<file path="src/rtl/alu_cmd_sequencer.sv">
// alu_cmd_sequencer
// Initiator for a small ALU datapath (add/sub, compare, AND). It takes one command
// at a time from a valid/ready stream and registers the select and operand lines.
// It waits a fixed settle time, captures the result for the selected op, and holds
// that result on a valid/ready response stream until the consumer takes it.
module alu_cmd_sequencer #(
    parameter int WIDTH         = 4,
    parameter int SETTLE_CYCLES = 1,
    parameter int CNT_W         = 8
) (
    input  logic             clk,
    input  logic             rst_n,
    // command stream
    input  logic             cmd_valid,
    output logic             cmd_ready,
    input  logic [1:0]       cmd_op,
    input  logic [WIDTH-1:0] cmd_a,
    input  logic [WIDTH-1:0] cmd_b,
    // ALU select / operand drive
    output logic             alu_s1,
    output logic             alu_s0,
    output logic [WIDTH-1:0] alu_a,
    output logic [WIDTH-1:0] alu_b,
    // ALU results
    input  logic [WIDTH:0]   alu_sum,
    input  logic [WIDTH-1:0] alu_and,
    input  logic             alu_eq,
    input  logic             alu_gt,
    input  logic             alu_lt,
    // response stream
    output logic             rsp_valid,
    input  logic             rsp_ready,
    output logic [1:0]       rsp_op,
    output logic [WIDTH:0]   rsp_data,
    output logic [2:0]       rsp_flags,
    output logic             rsp_err,
    output logic [CNT_W-1:0] op_count
);

    // The counter is loaded with SETTLE_CYCLES-1 on accept and counts down to zero.
    // It must be at least one bit wide, even when SETTLE_CYCLES is 1.
    localparam int              SC_W    = (SETTLE_CYCLES > 1) ? $clog2(SETTLE_CYCLES) : 1;
    localparam logic [SC_W-1:0] SC_LOAD = SC_W'(SETTLE_CYCLES - 1);

    localparam logic [1:0] OP_ADD = 2'b00;
    localparam logic [1:0] OP_SUB = 2'b01;
    localparam logic [1:0] OP_AND = 2'b11;

    typedef enum logic [1:0] {
        IDLE   = 2'd0,
        SETTLE = 2'd1,
        RESP   = 2'd2
    } state_t;

    typedef struct packed {
        logic [1:0]     op;
        logic [WIDTH:0] data;
        logic [2:0]     flags;
        logic           err;
    } rsp_t;

    state_t          state;
    logic [SC_W-1:0] settle_cnt;
    logic [1:0]      op_q;
    rsp_t            rsp_q;
    rsp_t            rsp_cap;
    logic [2:0]      cmp_flags;
    logic            cmp_onehot;

    assign rsp_op    = rsp_q.op;
    assign rsp_data  = rsp_q.data;
    assign rsp_flags = rsp_q.flags;
    assign rsp_err   = rsp_q.err;

    // Pick the result that belongs to the in-flight op from the settled ALU outputs.
    // A comparator whose flags are not exactly one-hot is reported as an error.
    always_comb begin
        cmp_flags  = {alu_gt, alu_eq, alu_lt};
        cmp_onehot = (cmp_flags == 3'b001) || (cmp_flags == 3'b010) || (cmp_flags == 3'b100);
        rsp_cap    = '0;
        rsp_cap.op = op_q;
        case (op_q)
            OP_ADD, OP_SUB: rsp_cap.data = alu_sum;
            OP_AND:         rsp_cap.data = {1'b0, alu_and};
            default: begin
                rsp_cap.flags = cmp_flags;
                rsp_cap.err   = ~cmp_onehot;
            end
        endcase
    end

    // Sequencer FSM: accept -> settle -> respond, with one command in flight.
    // All outputs are registered. cmd_ready stays low while reset is asserted and
    // rises on the first clock edge in IDLE after reset is released.
    always_ff @(posedge clk or negedge rst_n) begin
        if (!rst_n) begin
            state      <= IDLE;
            settle_cnt <= '0;
            op_q       <= '0;
            cmd_ready  <= 1'b0;
            alu_s1     <= 1'b0;
            alu_s0     <= 1'b0;
            alu_a      <= '0;
            alu_b      <= '0;
            rsp_valid  <= 1'b0;
            rsp_q      <= '0;
            op_count   <= '0;
        end else begin
            case (state)
                IDLE: begin
                    cmd_ready <= 1'b1;
                    if (cmd_valid && cmd_ready) begin
                        {alu_s1, alu_s0} <= cmd_op;
                        alu_a            <= cmd_a;
                        alu_b            <= cmd_b;
                        op_q             <= cmd_op;
                        settle_cnt       <= SC_LOAD;
                        cmd_ready        <= 1'b0;
                        state            <= SETTLE;
                    end
                end
                SETTLE: begin
                    if (settle_cnt == '0) begin
                        rsp_q     <= rsp_cap;
                        rsp_valid <= 1'b1;
                        state     <= RESP;
                    end else begin
                        settle_cnt <= settle_cnt - SC_W'(1);
                    end
                end
                RESP: begin
                    if (rsp_ready) begin
                        rsp_valid <= 1'b0;
                        if (op_count != '1) begin
                            op_count <= op_count + CNT_W'(1);
                        end
                        cmd_ready <= 1'b1;
                        state     <= IDLE;
                    end
                end
                default: begin
                    state     <= IDLE;
                    cmd_ready <= 1'b0;
                    rsp_valid <= 1'b0;
                end
            endcase
        end
    end

endmodule

</file>
<file path="config.mk">
export PLATFORM = sky130hd
export DESIGN_NAME = alu_cmd_sequencer
export DESIGN_NICKNAME = d
export VERILOG_FILES = /design/src/rtl/alu_cmd_sequencer.sv
export SDC_FILE = /design/constraint.sdc
export NUM_CORES = 1
export LEC_CHECK = 0
export BUFFER_PORTS_ARGS = -buffer_cell sky130_fd_sc_hd__buf_2
export CAP_MARGIN = 20
export CORE_AREA = 8 8 66 68
export CTS_CLUSTER_SIZE = 28
export DETAILED_ROUTE_END_ITERATION = 16
export DIE_AREA = 0 0 74 76
export GPL_TIMING_DRIVEN = 1
export MAX_ROUTING_LAYER = met4
export PLACE_DENSITY = 0.8
export SYNTH_ARGS = -nofsm -noshare
export SYNTH_HDL_FRONTEND = slang
export SYNTH_SLANG_ARGS = --single-unit
</file>
<file path="constraint.sdc">
create_clock -name clk -period 1.9 [get_ports clk]
set_input_delay 0.285 -clock clk [delete_from_list [all_inputs] [get_ports clk]]
set_output_delay 0.285 -clock clk [all_outputs]
set_load 0.1 [all_outputs]
</file>
Word-level counts from Yosys, hierarchy flattened
Index checks and enable logic that the tools add are counted.
{"block": "totals", "in_bits": 26, "ff_bits": 36, "output_inout_bits": 31, "word_cells": 61}
{"block": "op_classes", "n_reduce_logical": 15, "bitwise_logic": 4, "n_eq_ne": 11, "n_mux": 15, "add_sub_neg": 2}
{"cell": "one-hot mux 5 bit (2 select lines)", "count": 1}
{"cell": "AND reduction 3 bit", "count": 3}
{"cell": "adder 8 x 1 -> 8 bit (second input constant)", "count": 1}
{"cell": "inequality test 8 bit (second input constant)", "count": 1}
{"cell": "AND reduction 2 bit", "count": 4}
{"cell": "2-to-1 mux 1 bit", "count": 6}
{"cell": "2-to-1 mux 2 bit", "count": 3}
{"cell": "inequality test 2 bit (second input constant)", "count": 3}
{"cell": "one-hot mux 1 bit (3 select lines)", "count": 2}
{"cell": "one-hot mux 2 bit (3 select lines)", "count": 1}
{"cell": "== test 2 x 1 -> 1 bit (second input constant)", "count": 2}
{"cell": "== test 2 bit (second input constant)", "count": 2}
{"cell": "logical NOT 2 bit", "count": 2}
{"cell": "2-to-1 mux 4 bit", "count": 1}
{"cell": "inverter 1 bit", "count": 4}
{"cell": "== test 3 x 1 -> 1 bit (second input constant)", "count": 1}
{"cell": "== test 3 x 2 -> 1 bit (second input constant)", "count": 1}
{"cell": "== test 3 bit (second input constant)", "count": 1}
{"cell": "OR reduction 3 bit", "count": 1}
{"cell": "logical OR 1 bit", "count": 2}
{"cell": "one-hot mux 1 bit (2 select lines)", "count": 1}
{"cell": "nonzero test 2 bit", "count": 1}
{"cell": "OR reduction 2 bit", "count": 1}
{"cell": "logical AND 1 bit", "count": 1}
{"cell": "subtractor 1 bit (second input constant)", "count": 1}

Depth between registers and ports, before layout
Gate-level depths: netlist of the first run.
{"block": "logic_depth", "word_depth": 5, "depth_mapped": 5, "mapped_depth_nobuf": 5}

Worst setup path after synthesis of the first run
Ideal clock, no wire load.
{"block": "synth_timing", "path_type": "register -> register", "startpoint": "register op_count[3]", "endpoint": "register op_count[1]", "period_less_slack_ns": 2.087, "path_stages_with_launch": 5, "n_path_buf": 0, "setup_ns": 0.126, "arrival_ns": 1.961, "required_time_ns": 1.774, "slack_ns": -0.187, "path_cell_list": "dfrtp_1 > and3_4 > nand3_4 > o21ai_2 > mux2_2"}
{"block": "synth_between", "elab_chain_cells": 2}
{"item": "from (decl)", "line_no": "37", "source": "output logic [CNT_W-1:0] op_count"}
{"item": "from (signal assigned)", "line_no": "135", "source": "op_count <= op_count + CNT_W'(1);"}
{"item": "inequality test 8 bit", "line_no": "134", "source": "if (op_count != '1) begin"}
{"item": "AND reduction 3 bit (no line)"}
No other way between the ends.
A chain may end at the register's enable or synchronous reset.

Final worst setup path of the first run
{"block": "layout_timing", "startpoint": "register alu_s1", "endpoint": "output alu_s1"}
{"item": "from (decl)", "line_no": "20", "source": "output logic alu_s1,"}
{"item": "from (signal assigned)", "line_no": "113", "source": "{alu_s1, alu_s0} <= cmd_op;"}
No word-level cell between the ends.

==> results.txt, run 1 <==
Starting Density = 41.7%
largest net degree at the start of global routing = 34
Final Cell Area = 0.00184 mm^2
Post-CTS Setup Bufs = 0
Tot GR Track Use = 12.6%
first-pass GRT wire length = 5.38 mm
final wirelength = 3.22 mm
Detail Route Antenna Nets = 0
Worst slew margin = 52.7%
Largest delay share family, worst path = flip-flops
crit path max-delay cell type = dfrtp_1
CTS clk-pin slew, worst paths = 0.11 ns
setup TNS = 0 ns
sequential area share after synthesis = 57.5%
worst hold margin = -0.00291 ns
number of buffers and inverters on the critical path = 1
most common cell in the netlist = dfrtp_1
area delta synth->final = 28.4%
via count = 1069
CTS Sinks = 33
die footprint = 0.00562 mm^2
CTS Buffer Depth = 2
post-cts sizing count = 0
DP HPWL = 2.43 mm
drt first pass iters = 4
# rows = 22
Final Max Slew Viols = 0
minimum clock period after layout = 1.71 ns
count of flip-flops with a built-in enable after synthesis = 0
Synth Register Bits = 33
worst min path class = in2async
Setup Viol. Count Final = 0
Syn Nets = 140
Synth area leader = dfrtp_1
CTS Buf Count = 5
multi-input logic area = 584 um^2
initial antenna violation count = 0
fraction of layout cells with a size suffix above 1 = 54.9%
fmax = 584 MHz
Synth Instances = 113
Filler Cell Count = 323
hold buffers post-CTS = 0
Via-to-Cell Ratio = 4.84
Required @ worst endpoint = 1.62 ns
Critical Path, Cell by Cell = buf_2
status = finished, violations left
GR Overflow Total = 0
NumNets Final = 200
core area = 0.00344 mm^2
failing checks = hold timing
Port Buffers = 56
Die Span Y = 76 um
Root Buffer = clkbuf_4
Synth top cells by count = 33 x dfrtp_1, 14 x mux2_2, 11 x nand2_1
CP Launch Type = register
register area = 835 um^2
Slew @ Worst Pin = 0.710 ns
Detailed Route Iter0 Violations = 46
DRC Markers = 0
asr flop ratio synth = 100%
worst-path fanout max = 13
Final Hold Fails = 16
Synth cell types = 31
critical path type = reg2out
CP arrival = 1.43 ns
Max Cap Viol = 0
Post-DP Area = 0.00177 mm^2
placer congestion estimate = 0.828
synthesized cell area = 0.00144 mm^2
IO Pins = 57
CTS tree = done
Synth area leaders = dfrtp_1 58%, mux2_2 11%, o21ai_0 3.1%
largest stage delay on the critical path = 0.59 ns
vias in the first global route = 1132
Synth top area share = 57.5%
Antenna diodes = 0
Setup Skew = 0.0153 ns
crit end category = output pin
wire per inst = 14.6 um
Synth Flop Type = dfrtp_1
Die X = 74 um
crit share post-route = 90.2%
syn_area_per_cell = 12.7 um^2
unrepaired setup endpoints after global routing = no
Synth Warn # = 0
# H-tree levels = 2
clk_lat worst skew = 0.33 ns
-- flip-flops by register name, summed over array words and instances (netlist names) --
name and cells:
alu_a 4, rsp_flags 3, alu_b 4, rsp_err 1, state 2, op_q 1
alu_s1 1, op_count 8, cmd_ready 1, rsp_valid 1, rsp_data 5, rsp_op 2
-- kinds of logic after synthesis --
family	synth area share (%)
XOR/XNOR	2.96
AND/OR/NAND/NOR	13.3
flip-flops	57.5
multiplexers	11.8
adder cells (fa/ha/maj)	0.872
buffers and inverters	1.74
AO/OA/AOI/OAI	11.8
-- final timing paths --
kind	from	end	slack [ns]	cells after the start
max in group asynchronous	rst_n	op_count[5]	1.40	1
setup / recovery	alu_s1	alu_s1	0.19	1
setup reg to reg	state[1]	rsp_err	0.34	3
hold reg to reg	rsp_data[2]	rsp_data[2]	0.48	2
hold / removal	rst_n	rsp_data[3]	-0.003	1
min in group clk	cmd_op[1]	alu_s1	0.18	2
-- metrics by stage --
step	std cells	utilization (%)	setup WS, ns
floorplan	113	-	0.0951
global placement	214	51.5	0.422
detailed placement	214	51.5	0.331
CTS	221	53.6	0.161
global route	221	53.6	0.0963
finish	221	53.6	0.187
-- per-layer routing --
layer  share of wire [%]  global-route usage [%]
met2                  45                    17.9
met4                0.37                    3.60
met3                 8.3                    4.61
met1                  46                    16.2
met5                   0                       -
-- final cells by class --
| type | count | share of cell area (%) |
|---|---|---|
| clock buffers | 5 | 2.04 |
| well taps | 48 | 3.26 |
| inverters | 1 | 0.204 |
| repair buffers | 57 | 15.6 |
| clock inverters | 2 | 1.90 |
| flip-flops and latches | 33 | 45.3 |
| multi-input cells | 75 | 31.7 |
-- cell usage in the layout (no fill, tap or decap), types with 2 or more instances in the layout --
cell type | Yosys | layout
nor3_2 | 2 | 2
clkbuf_4 | 0 | 5
a22o_1 | 4 | 4
dfrtp_1 | 33 | 26
buf_2 | 2 | 56
nand2b_1 | 4 | 4
nand2_1 | 11 | 11
a21oi_1 | 3 | 3
nor2_1 | 3 | 3
xnor2_1 | 2 | 2
dfrtp_2 | 0 | 7
o21ai_0 | 9 | 9
nor2b_1 | 4 | 4
a31oi_1 | 4 | 4
mux2_2 | 14 | 14
Power of run 1 is left out: the tool's default activity adds up to more than one toggle a clock period on the data nets, which glitch-free logic cannot reach.
==> run 2: changes to the inputs <==
--- a/config.mk
+++ b/config.mk
@@ -6,13 +6,12 @@
 export NUM_CORES = 1
 export LEC_CHECK = 0
 export BUFFER_PORTS_ARGS = -buffer_cell sky130_fd_sc_hd__buf_2
-export CAP_MARGIN = 20
+export CAP_MARGIN = 30
 export CORE_AREA = 8 8 66 68
 export CTS_CLUSTER_SIZE = 28
 export DETAILED_ROUTE_END_ITERATION = 16
 export DIE_AREA = 0 0 74 76
 export GPL_TIMING_DRIVEN = 1
-export MAX_ROUTING_LAYER = met4
 export PLACE_DENSITY = 0.8
 export SYNTH_ARGS = -nofsm -noshare
 export SYNTH_HDL_FRONTEND = slang
==> results.txt, run 2 (synthesis gave the netlist of run 1 again) <==
status = finished, violations left (unchanged)
failing checks = hold timing (unchanged)
number of buffers and inverters on the critical path = 1 (unchanged)
wire per inst = 14.6 um (about the same)
CTS tree = done (unchanged)
Antenna diodes = 0 (unchanged)
clk_lat worst skew = 0.33 ns (about the same)
unrepaired setup endpoints after global routing = no (unchanged)
CTS Buf Count = 5 (unchanged)
Root Buffer = clkbuf_4 (unchanged)
NumNets Final = 200 (unchanged)
Slew @ Worst Pin = 0.708 ns (was 0.710 ns)
IO Pins = 57 (unchanged)
CP Launch Type = register (unchanged)
Worst slew margin = 52.8% (was 52.7%)
Final Max Slew Viols = 0 (unchanged)
Final Hold Fails = 16 (unchanged)
Die X = 74 um (unchanged)
placer congestion estimate = 0.816 (was 0.828)
drt first pass iters = 4 (unchanged)
via count = 1066 (was 1069)
CTS Buffer Depth = 2 (unchanged)
fmax = 582 MHz (was 584 MHz)
Detail Route Antenna Nets = 0 (unchanged)
# rows = 22 (unchanged)
Via-to-Cell Ratio = 4.82 (was 4.84)
worst min path class = in2async (unchanged)
crit path max-delay cell type = dfrtp_1 (unchanged)
Max Cap Viol = 0 (unchanged)
final wirelength = 3.22 mm (about the same)
critical path type = reg2out (unchanged)
fraction of layout cells with a size suffix above 1 = 54.9% (unchanged)
reg2reg path depth = 3 (unchanged)
CTS clk-pin slew, worst paths = 0.11 ns (about the same)
Tot GR Track Use = 12.3% (was 12.6%)
DRC Markers = 0 (unchanged)
Post-CTS Setup Bufs = 0 (unchanged)
die footprint = 0.00562 mm^2 (unchanged)
first-pass GRT wire length = 5.38 mm (unchanged)
largest net degree at the start of global routing = 34 (unchanged)
crit end category = output pin (unchanged)
Worst path depth = 1 (unchanged)
most frequent cells in the layout = 56 x buf_2, 26 x dfrtp_1, 14 x mux2_2 (unchanged)
worst-path fanout max = 13 (unchanged)
most common cell after layout, fill and taps aside = buf_2 (unchanged)
Die Span Y = 76 um (unchanged)
Layout Utilization = 53.6% (unchanged)
initial antenna violation count = 0 (unchanged)
# H-tree levels = 2 (unchanged)
hold buffers post-CTS = 0 (unchanged)
setup TNS = 0 ns (unchanged)
post-cts sizing count = 0 (unchanged)
CP arrival = 1.43 ns (about the same)
DP HPWL = 2.43 mm (unchanged)
vias in the first global route = 1133 (was 1132)
Starting Density = 41.7% (unchanged)
worst hold margin = -0.00396 ns (was -0.00291 ns)
max FFs per register = 8 (unchanged)
Port Buffers = 56 (unchanged)
largest stage delay on the critical path = 0.59 ns (about the same)
core area = 0.00344 mm^2 (unchanged)
Setup Skew = 0.0156 ns (was 0.0153 ns)
GR Overflow Total = 0 (unchanged)
Critical Path, Cell by Cell = buf_2 (unchanged)
Biggest register = op_count (unchanged)
Setup Viol. Count Final = 0 (unchanged)
minimum clock period after layout = 1.72 ns (was 1.71 ns)
Largest delay share family, worst path = flip-flops (unchanged)
area delta synth->final = 28.4% (unchanged)
CTS Sinks = 33 (unchanged)
Detailed Route Iter0 Violations = 51 (was 46)
crit share post-route = 90.4% (was 90.2%)
Required @ worst endpoint = 1.62 ns (about the same)
[run 2: cell counts in the layout (fill, tap and decap cells not counted)]
Identical to the previous run, type by type.
[run 2: final cells by class]
class | count | area, um^2
flip-flops and latches | 33 | 835
clock inverters | 2 | 35.0
clock buffers | 5 | 37.5
well taps | 48 | 60.1
repair buffers | 57 | 288
fillers | 323 | 1600
multi-input cells | 75 | 584
inverters | 1 | 3.75
[run 2: per-stage QoR]
| stage | cells | worst slack (ns) | area (um^2) | hold slack, ns |
|---|---|---|---|---|
| 2_1_floorplan | 113 | 0.0951 | 1440 | -0.0106 |
| 6_report | 221 | 0.182 | 1840 | -0.00396 |
| 3_5_place_dp | 214 | 0.331 | 1770 | 0.387 |
| 3_3_place_gp | 214 | 0.422 | 1770 | 0.385 |
| 5_1_grt | 221 | 0.0963 | 1840 | 0.0424 |
| 4_1_cts | 221 | 0.161 | 1840 | 0.00984 |
[run 2: worst register-to-register path, cell delays in order (launching register included)]
cell and delay [ns]:
dfrtp_1 0.45, nand2b_1 0.47, nor3b_2 0.41, a22o_1 0.18
[run 2: final timing paths]
path / startpoint / slack [ns] / endpoint
setup / recovery: alu_s1 / 0.18 / alu_s1
hold / removal: rst_n / -0.004 / rsp_data[3]
setup reg to reg: state[1] / 0.34 / rsp_err
hold reg to reg: rsp_data[2] / 0.48 / rsp_data[2]
max in group asynchronous: rst_n / 1.40 / op_count[5]
min in group clk: cmd_op[1] / 0.18 / alu_s1
[run 2: metal layers]
| layer | GRT usage, % | vias to the layer above | share of wire (%) |
|---|---|---|---|
| met5 | 0 | - | 0 |
| li1 | - | 515 | - |
| met1 | 15.2 | 507 | 44 |
| met2 | 17.9 | 42 | 46 |
| met3 | 6.32 | 2 | 9.8 |
| met4 | 3.60 | 0 | 0.37 |
Power of run 2 is left out for the same reason.
==> run 3: changes to the inputs <==
--- a/config.mk
+++ b/config.mk
@@ -7,12 +7,12 @@
 export LEC_CHECK = 0
 export BUFFER_PORTS_ARGS = -buffer_cell sky130_fd_sc_hd__buf_2
 export CAP_MARGIN = 30
-export CORE_AREA = 8 8 66 68
+export CORE_AREA = 8 8 79 81
 export CTS_CLUSTER_SIZE = 28
 export DETAILED_ROUTE_END_ITERATION = 16
-export DIE_AREA = 0 0 74 76
+export DIE_AREA = 0 0 87 89
 export GPL_TIMING_DRIVEN = 1
-export PLACE_DENSITY = 0.8
+export PLACE_DENSITY = 0.59
 export SYNTH_ARGS = -nofsm -noshare
 export SYNTH_HDL_FRONTEND = slang
 export SYNTH_SLANG_ARGS = --single-unit
==> results.txt, run 3 (synthesis gave the netlist of run 1 again) <==
Die X = 87 um (was 74 um)
crit end category = output pin (unchanged)
Filler Cell Count = 499 (was 323)
CTS Buffer Depth = 2 (unchanged)
Post-CTS Setup Bufs = 0 (unchanged)
DP HPWL = 2.60 mm (was 2.43 mm)
CTS tree = done (unchanged)
crit share post-route = 86.0% (was 90.4%)
fmax = 612 MHz (was 582 MHz)
Largest delay share family, worst path = flip-flops (unchanged)
vias in the first global route = 1204 (was 1133)
Setup Viol. Count Final = 0 (unchanged)
first-pass GRT wire length = 5.63 mm (was 5.38 mm)
CTS clk-pin slew, worst paths = 0.07 ns (was 0.11 ns)
Starting Density = 28.8% (was 41.7%)
worst slack, placed = 0.420 ns (was 0.331 ns)
initial antenna violation count = 0 (unchanged)
Layout Utilization = 38.9% (was 53.6%)
Setup Skew = 0.00662 ns (was 0.0156 ns)
fraction of layout cells with a size suffix above 1 = 55.4% (was 54.9%)
Tot GR Track Use = 9.38% (was 12.3%)
DRC Markers = 0 (unchanged)
GR Overflow Total = 0 (unchanged)
Final Max Slew Viols = 0 (unchanged)
Final Cell Area = 0.00193 mm^2 (was 0.00184 mm^2)
placer congestion estimate = 0.738 (was 0.816)
Slew @ Worst Pin = 0.613 ns (was 0.708 ns)
IO Pins = 57 (unchanged)
Root Buffer = clkbuf_8 (was clkbuf_4)
Worst slew margin = 59.1% (was 52.8%)
largest stage delay on the critical path = 0.56 ns (was 0.59 ns)
# rows = 26 (was 22)
unrepaired setup endpoints after global routing = no (unchanged)
via count = 1084 (was 1066)
Port Buffers = 56 (unchanged)
final wirelength = 3.28 mm (was 3.22 mm)
wire per inst = 13.3 um (was 14.6 um)
Post-DP Area = 0.00182 mm^2 (was 0.00177 mm^2)
max FFs per register = 8 (unchanged)
most frequent cells in the layout = 56 x buf_2, 26 x dfrtp_1, 14 x mux2_2 (unchanged)
Max Cap Viol = 0 (unchanged)
clk_lat worst skew = 0.28 ns (was 0.33 ns)
setup TNS = 0 ns (unchanged)
CTS Sinks = 33 (unchanged)
Detailed Route Iter0 Violations = 11 (was 51)
Antenna diodes = 0 (unchanged)
worst min path class = in2reg (was in2async)
CTS Buf Count = 5 (unchanged)
CP arrival = 1.35 ns (was 1.43 ns)
critical path type = reg2out (unchanged)
core area = 0.00498 mm^2 (was 0.00344 mm^2)
largest net degree at the start of global routing = 19 (was 34)
status = complete, no violations (was finished, violations left)
NumNets Final = 204 (was 200)
area delta synth->final = 34.8% (was 28.4%)
die footprint = 0.00774 mm^2 (was 0.00562 mm^2)
Final WS setup = 0.266 ns (was 0.182 ns)
CP Launch Type = register (unchanged)
Critical Path, Cell by Cell = buf_2 (unchanged)
crit path max-delay cell type = dfrtp_1 (unchanged)
Final Hold Fails = 0 (was 16)
Via-to-Cell Ratio = 4.39 (was 4.82)
Required @ worst endpoint = 1.62 ns (about the same)
Biggest register = op_count (unchanged)
Die Span Y = 89 um (was 76 um)
most common cell after layout, fill and taps aside = buf_2 (unchanged)
drt first pass iters = 4 (unchanged)
number of buffers and inverters on the critical path = 1 (unchanged)
minimum clock period after layout = 1.63 ns (was 1.72 ns)
worst-path fanout max = 13 (unchanged)
# H-tree levels = 2 (unchanged)
Detail Route Antenna Nets = 0 (unchanged)
run 3: cell types whose count changed in the layout (fill, tap and decap cells not counted), sizes merged:
cell	previous run	this run
buf	57	60
dlygate4sd3	0	1
run 3: layout make-up:
| cell class | count | area, um^2 | area share [%] |
|---|---|---|---|
| flip-flops and latches | 33 | 835 | 43.1 |
| multi-input cells | 75 | 584 | 30.2 |
| repair buffers | 61 | 320 | 16.6 |
| well taps | 70 | 87.6 | 4.53 |
| clock buffers | 5 | 68.8 | 3.56 |
| clock inverters | 2 | 35.0 | 1.81 |
| inverters | 1 | 3.75 | 0.194 |
run 3: metrics by stage:
stage	std cells	hold WS [ns]
after floorplan	113	-0.0106
after global placement	239	0.176
after detailed placement	239	0.181
after CTS	247	0.221
after global routing	247	0.219
final	247	0.232
run 3: routing by layer:
metal	up-vias	track usage, %	wire length [um]
met4	0	2.82	14
met1	507	11.3	1490
met3	4	6.07	370
li1	526	-	-
met2	47	13.3	1400
met5	-	0	0
run 3: worst paths after layout:
check	startpoint	to	slack, ns	cells after the start
worst max-delay path	alu_s1	alu_s1	0.27	1
worst min-delay path	cmd_a[1]	alu_a[1]	0.23	2
worst max register to register	state[1]	rsp_err	0.41	3
worst min register to register	rsp_data[1]	rsp_data[1]	0.48	2
max in group asynchronous	rst_n	rsp_data[2]	1.02	3
min in group asynchronous	rst_n	rsp_valid	0.40	2
run 3: what timing repair did:
action,CTS,global route
hold buffers,1,0
hold endpoints to repair,10,0
gates resized for setup,0,0
Power of run 3 is left out for the same reason.
